**src/rtl/l2_port_arbiter_pkg.sv**
```systemverilog
// Shared types and constants for the L2 port arbiter.
package l2_arb_pkg;

  localparam int unsigned NB_MASTERS = 2;
  localparam int unsigned MST_JTAG   = 0;
  localparam int unsigned MST_SOC    = 1;

  typedef logic [0:0] mst_idx_t;

  typedef enum logic {
    ARB_RR   = 1'b0,
    ARB_PRIO = 1'b1
  } arb_mode_e;

  typedef struct packed {
    logic     valid;
    mst_idx_t idx;
  } resp_tag_t;

endpackage

```
**src/rtl/l2_port_arbiter_sel.sv**
```systemverilog
// Combinational 2-way winner selector for the L2 port arbiter.
module l2_arb_sel
  import l2_arb_pkg::*;
(
  input  logic [1:0] req_i,
  input  logic [0:0] last_i,
  input  logic       force_i,
  input  logic       mode_i,
  output logic [0:0] winner_o,
  output logic       any_req_o
);

  // Pick the winner from the request vector and the priority state.
  always_comb begin
    winner_o  = mst_idx_t'(MST_JTAG);
    any_req_o = |req_i;
    unique case (req_i)
      2'b01:   winner_o = mst_idx_t'(MST_JTAG);
      2'b10:   winner_o = mst_idx_t'(MST_SOC);
      2'b11: begin
        if (mode_i == ARB_PRIO) begin
          winner_o = force_i ? mst_idx_t'(MST_SOC) : mst_idx_t'(MST_JTAG);
        end else begin
          winner_o = ~last_i;
        end
      end
      default: winner_o = mst_idx_t'(MST_JTAG);
    endcase
  end

endmodule

```
**src/rtl/l2_port_arbiter.sv**
```systemverilog
// Two-master arbiter for the single L2 RAM slave port (JTAG lint + SoC).
// Build option: L2_ARB_JTAG_PRIO_EN selects fixed JTAG priority with a
// starvation bound for the SoC master instead of round-robin.
module l2_port_arbiter
  import l2_arb_pkg::*;
#(
  parameter int unsigned ADDR_WIDTH = 32,
  parameter int unsigned DATA_WIDTH = 32,
  parameter int unsigned MAX_WAIT   = 16
) (
  input  logic                      clk_i,
  input  logic                      rst_i,
  input  logic [1:0]                m_req_i,
  input  logic [2*ADDR_WIDTH-1:0]   m_add_i,
  input  logic [1:0]                m_wen_i,
  input  logic [2*DATA_WIDTH/8-1:0] m_be_i,
  input  logic [2*DATA_WIDTH-1:0]   m_wdata_i,
  output logic [1:0]                m_gnt_o,
  output logic [1:0]                m_r_valid_o,
  output logic [DATA_WIDTH-1:0]     m_r_rdata_o,
  output logic                      s_req_o,
  output logic [ADDR_WIDTH-1:0]     s_add_o,
  output logic                      s_wen_o,
  output logic [DATA_WIDTH/8-1:0]   s_be_o,
  output logic [DATA_WIDTH-1:0]     s_wdata_o,
  input  logic                      s_gnt_i,
  input  logic                      s_r_valid_i,
  input  logic [DATA_WIDTH-1:0]     s_r_rdata_i
);

  localparam int unsigned BE_W = DATA_WIDTH / 8;

  mst_idx_t  winner;
  logic      handshake;
  resp_tag_t tag_q, tag_d;

`ifdef L2_ARB_JTAG_PRIO_EN
  localparam int unsigned CNT_W = $clog2(MAX_WAIT + 1);

  logic [CNT_W-1:0] wait_cnt_q, wait_cnt_d;
  logic             force_soc;

  assign force_soc = (wait_cnt_q == CNT_W'(MAX_WAIT));

  l2_arb_sel u_sel (
    .req_i     (m_req_i),
    .last_i    (1'b0),
    .force_i   (force_soc),
    .mode_i    (ARB_PRIO),
    .winner_o  (winner),
    .any_req_o (s_req_o)
  );

  // Saturating count of cycles the SoC master has waited for a grant.
  always_comb begin
    wait_cnt_d = wait_cnt_q;
    if (!m_req_i[MST_SOC] || m_gnt_o[MST_SOC]) begin
      wait_cnt_d = '0;
    end else if (!force_soc) begin
      wait_cnt_d = wait_cnt_q + CNT_W'(1);
    end
  end

  // Wait counter register.
  always_ff @(posedge clk_i) begin
    if (rst_i) wait_cnt_q <= '0;
    else       wait_cnt_q <= wait_cnt_d;
  end
`else
  mst_idx_t ptr_q, ptr_d;

  l2_arb_sel u_sel (
    .req_i     (m_req_i),
    .last_i    (ptr_q),
    .force_i   (1'b0),
    .mode_i    (ARB_RR),
    .winner_o  (winner),
    .any_req_o (s_req_o)
  );

  // Last-granted pointer moves only on a completed handshake.
  always_comb begin
    ptr_d = handshake ? winner : ptr_q;
  end

  // Pointer register; reset to SoC so JTAG wins the first contention.
  always_ff @(posedge clk_i) begin
    if (rst_i) ptr_q <= mst_idx_t'(MST_SOC);
    else       ptr_q <= ptr_d;
  end
`endif

  assign handshake = s_req_o & s_gnt_i;

  // Request field mux toward L2 from the current winner.
  always_comb begin
    s_add_o   = winner[0] ? m_add_i[ADDR_WIDTH +: ADDR_WIDTH]   : m_add_i[0 +: ADDR_WIDTH];
    s_wen_o   = winner[0] ? m_wen_i[1]                          : m_wen_i[0];
    s_be_o    = winner[0] ? m_be_i[BE_W +: BE_W]                : m_be_i[0 +: BE_W];
    s_wdata_o = winner[0] ? m_wdata_i[DATA_WIDTH +: DATA_WIDTH] : m_wdata_i[0 +: DATA_WIDTH];
  end

  // Grant goes only to the winner, and only when someone is requesting.
  always_comb begin
    m_gnt_o         = '0;
    m_gnt_o[winner] = handshake;
  end

  // Tag is a one-deep pipeline: loaded per handshake, cleared otherwise.
  always_comb begin
    tag_d = '0;
    if (handshake) begin
      tag_d.valid = 1'b1;
      tag_d.idx   = winner;
    end
  end

  // Response tag register.
  always_ff @(posedge clk_i) begin
    if (rst_i) tag_q <= '0;
    else       tag_q <= tag_d;
  end

  // Route the L2 response to the tagged master; drop untagged or in-reset responses.
  always_comb begin
    m_r_valid_o = '0;
    if (tag_q.valid && s_r_valid_i && !rst_i) begin
      m_r_valid_o[tag_q.idx] = 1'b1;
    end
    m_r_rdata_o = s_r_rdata_i;
  end

endmodule

```
**config.mk**
```make
export PLATFORM = sky130hd
export DESIGN_NAME = l2_port_arbiter
export DESIGN_NICKNAME = d
export VERILOG_FILES = /design/src/rtl/l2_port_arbiter_pkg.sv /design/src/rtl/l2_port_arbiter_sel.sv /design/src/rtl/l2_port_arbiter.sv
export SDC_FILE = /design/constraint.sdc
export NUM_CORES = 1
export LEC_CHECK = 0
export BUFFER_PORTS_ARGS = -buffer_cell sky130_fd_sc_hd__buf_2
export CORE_AREA = 2 2 110 112
export CTS_CLUSTER_SIZE = 24
export DETAILED_ROUTE_END_ITERATION = 16
export DIE_AREA = 0 0 112 114
export GPL_TIMING_DRIVEN = 0
export PLACE_DENSITY = 0.53
export SYNTH_ARGS = -nofsm -noshare
export SYNTH_HDL_FRONTEND = slang
export SYNTH_SLANG_ARGS = --single-unit
export TNS_END_PERCENT = 50
```
**constraint.sdc**
```tcl
create_clock -name clk_i -period 1.4 [get_ports clk_i]
set_input_delay 0.28 -clock clk_i [delete_from_list [all_inputs] [get_ports clk_i]]
set_output_delay 0.28 -clock clk_i [all_outputs]
set_load 0.005 [all_outputs]
```
==> qor.json <==
{
  "run_status": "complete, but fails checks",
  "failing_checks": "setup timing",
  "antenna_found_initial": 0,
  "cp.arrival_ps": 1510,
  "fmax_ghz": 0.559,
  "final_worst_path_cycle_share": 1.28,
  "final_critical_path_setup_slack_ps": -388,
  "synth_largest_type_area_fraction": 0.573,
  "finalSetupTns_ps": -24630,
  "critical_path.endpoint_type": "output port",
  "max_slew.worst_pin.slew_ps": 164,
  "clk_root_buffer_cell": "sky130_fd_sc_hd__clkbuf_16",
  "port_buffers": 249,
  "synth_seq_area_share": 0.0485,
  "nNetsFinal": 560,
  "post-route-drc-count": 0,
  "synth-edff-count": 0,
  "detail-route-antenna-nets": 0,
  "p_leak_nw": 1.79,
  "first_pass_iters": 4,
  "crit_path_max_fanout": 10,
  "endpoints_failing_hold": 0,
  "irDropWorstVdd_uv": 473,
  "gp_congestion": 0.740,
  "syn-instance-count": 123,
  "synth.net_count": 299,
  "grt_setup_unrepaired": "yes",
  "tritoncts_num_sinks": 3,
  "drv_slew": 0,
  "synth_cell_type_count": 15,
  "worst_setup_path_type": "flop to output port",
  "die_area_um2": 12800,
  "clock_latency_ps": 220,
  "avgViaCountPerCell": 3.63,
  "rows": 40,
  "hold_path.class": "input pin to flop",
  "grt-ovfl-total": 0,
  "insertedDiodeCount": 0,
  "drive_gt1_frac": 0.963,
  "initial_core_util": 0.106,
  "ioPinCount": 282,
  "async_reset_ff_frac": 0,
  "multi_input_area_um2": 982,
  "layout.filler_cells": 1252,
  "core-area_um2": 11700,
  "grt_first_pass_wirelength_um": 7650,
  "floorplan.die.height_um": 114,
  "cp_data_required_time_ps": 1120,
  "place_worst_setup_slack_ps": -478,
  "first_global_vias": 1713,
  "clkTransAtPathRegs_ps": 30,
  "wl_per_cell_um": 10.8,
  "place.detailed.instances": 519,
  "post_synth_main_area_contributors": "sky130_fd_sc_hd__mux2_2, sky130_fd_sc_hd__buf_4, sky130_fd_sc_hd__mux2_1, sky130_fd_sc_hd__dfxtp_1, sky130_fd_sc_hd__buf_6",
  "post-dp-hpwl_um": 4620,
  "finalSetupViolCount": 70,
  "syn_avg_cell_area_um2": 10.1,
  "timing.reg2reg.setup_slack_ps": 270,
  "global_route.usage.total": 0.0721,
  "synth.ff_latch_count": 3,
  "clockBufferDepth": 2,
  "worst_clock_skew_ps": 0.333,
  "grt_max_degree": 11,
  "routed_wirelength_um": 5730,
  "yosys_warnings": 0,
  "yosysTopAreaCell": "sky130_fd_sc_hd__mux2_2",
  "synth-main-ff-cell": "sky130_fd_sc_hd__dfxtp_1",
  "crit_path_start_kind": "flop",
  "max-slew-margin-rel": 0.890,
  "tritoncts_clock_tree": "done",
  "tritoncts.num_buffers": 3,
  "iteration_0_drc_markers": 30,
  "post-synth-top-count-cell": "sky130_fd_sc_hd__mux2_2",
  "finalWorstPathRequiredPeriod_ps": 1790,
  "fp.dieW_um": 112,
  "max-cap-violations": 0,
  "netlist_area_um2": 1240,
  "vias": 1924,
  "layout-area-overhead-vs-synth_pct": 158,
  "layout.cells.non_filler": 530,
  "ys_top_cells_by_count": "sky130_fd_sc_hd__mux2_2, sky130_fd_sc_hd__buf_4, sky130_fd_sc_hd__mux2_1, sky130_fd_sc_hd__buf_6, sky130_fd_sc_hd__dfxtp_1",
  "power_density_nw_per_um2": 497,
  "cts.htree.levels": 1,
  "final-seq-area_um2": 61.3
}
-- what timing repair did --
action / CTS / global route
gates cloned: 1 / 1
buffers inserted: 3 / 2
hold buffers: 0 / 0
endpoints found under the setup margin: 70 / 70
resized for setup: 60 / 14
pin swaps: 1 / 0
-- registers in the layout (all words and copies together) (netlist names) --
signal,flops
tag_q,2
ptr_q,1
-- layout by cell type, fill, tap and decap left out, drive strengths merged --
cell type and instances:
and2 1, mux2 69, nor3b 1, and3b 2
a21boi 1, nor2 1, clkbuf 5, a221o 1
buf 294, or2 1, nand2 2, dfxtp 3
nor3 1, nor2b 1
-- layout make-up --
class                           count  area share
Clock buffer                        4      0.0247
Tap cell                          147      0.0576
Buffer                             39       0.110
Timing Repair Buffer              256       0.481
Multi-Input combinational cell     81       0.308
Sequential cell                     3      0.0192
-- final timing paths --
check	endpoint	startpoint	cells past startpoint
setup / recovery	s_wdata_o[22]	ptr_q	5
hold / removal	ptr_q	rst_i	2
setup reg to reg	tag_q[0]	ptr_q	5
hold reg to reg	ptr_q	ptr_q	2
-- layer usage --
metal  vias to the layer above  global-route usage  part of all wire
met5                         -                   0                 0
met4                         0              0.0154            0.0021
met3                         2              0.0133              0.10
met2                       131               0.141              0.53
met1                       860              0.0815              0.36
li1                        931                   -                 -
-- per-stage QoR --
stage / hold slack [ps] / instance area, um2 / util / power (mW)
floorplan: 385 / 1240 / - / 0.480
global placement: 549 / 2680 / 0.228 / 0.899
CTS: 321 / 3080 / 0.263 / 1.55
detailed placement: 548 / 2680 / 0.228 / 0.909
finish: 318 / 3190 / 0.273 / 1.59
global route: 338 / 3190 / 0.273 / 1.68
-- power breakdown --
group	switching, mW	leakage [nW]	total (mW)	internal (mW)
logic	0.327	1.72	1.04	0.711
clock network	0.0776	0.0382	0.453	0.376
registers	0.00288	0.0244	0.0942	0.0913
-- critical path, stage by stage, from the launching register on --
cell                       delay (ps)
sky130_fd_sc_hd__dfxtp_2          320
sky130_fd_sc_hd__a21boi_4         170
sky130_fd_sc_hd__buf_8            170
sky130_fd_sc_hd__buf_8            150
sky130_fd_sc_hd__mux2_2           340
sky130_fd_sc_hd__buf_2            130
-- cells by family after synthesis --
group	after synthesis	synth area share
AO/OA/AOI/OAI	2	0.0233
AND/OR/NAND/NOR	10	0.0485
buffers and inverters	39	0.252
flip-flops	3	0.0485
multiplexers	69	0.628
No activity file was read; power rests on OpenSTA's default activity.
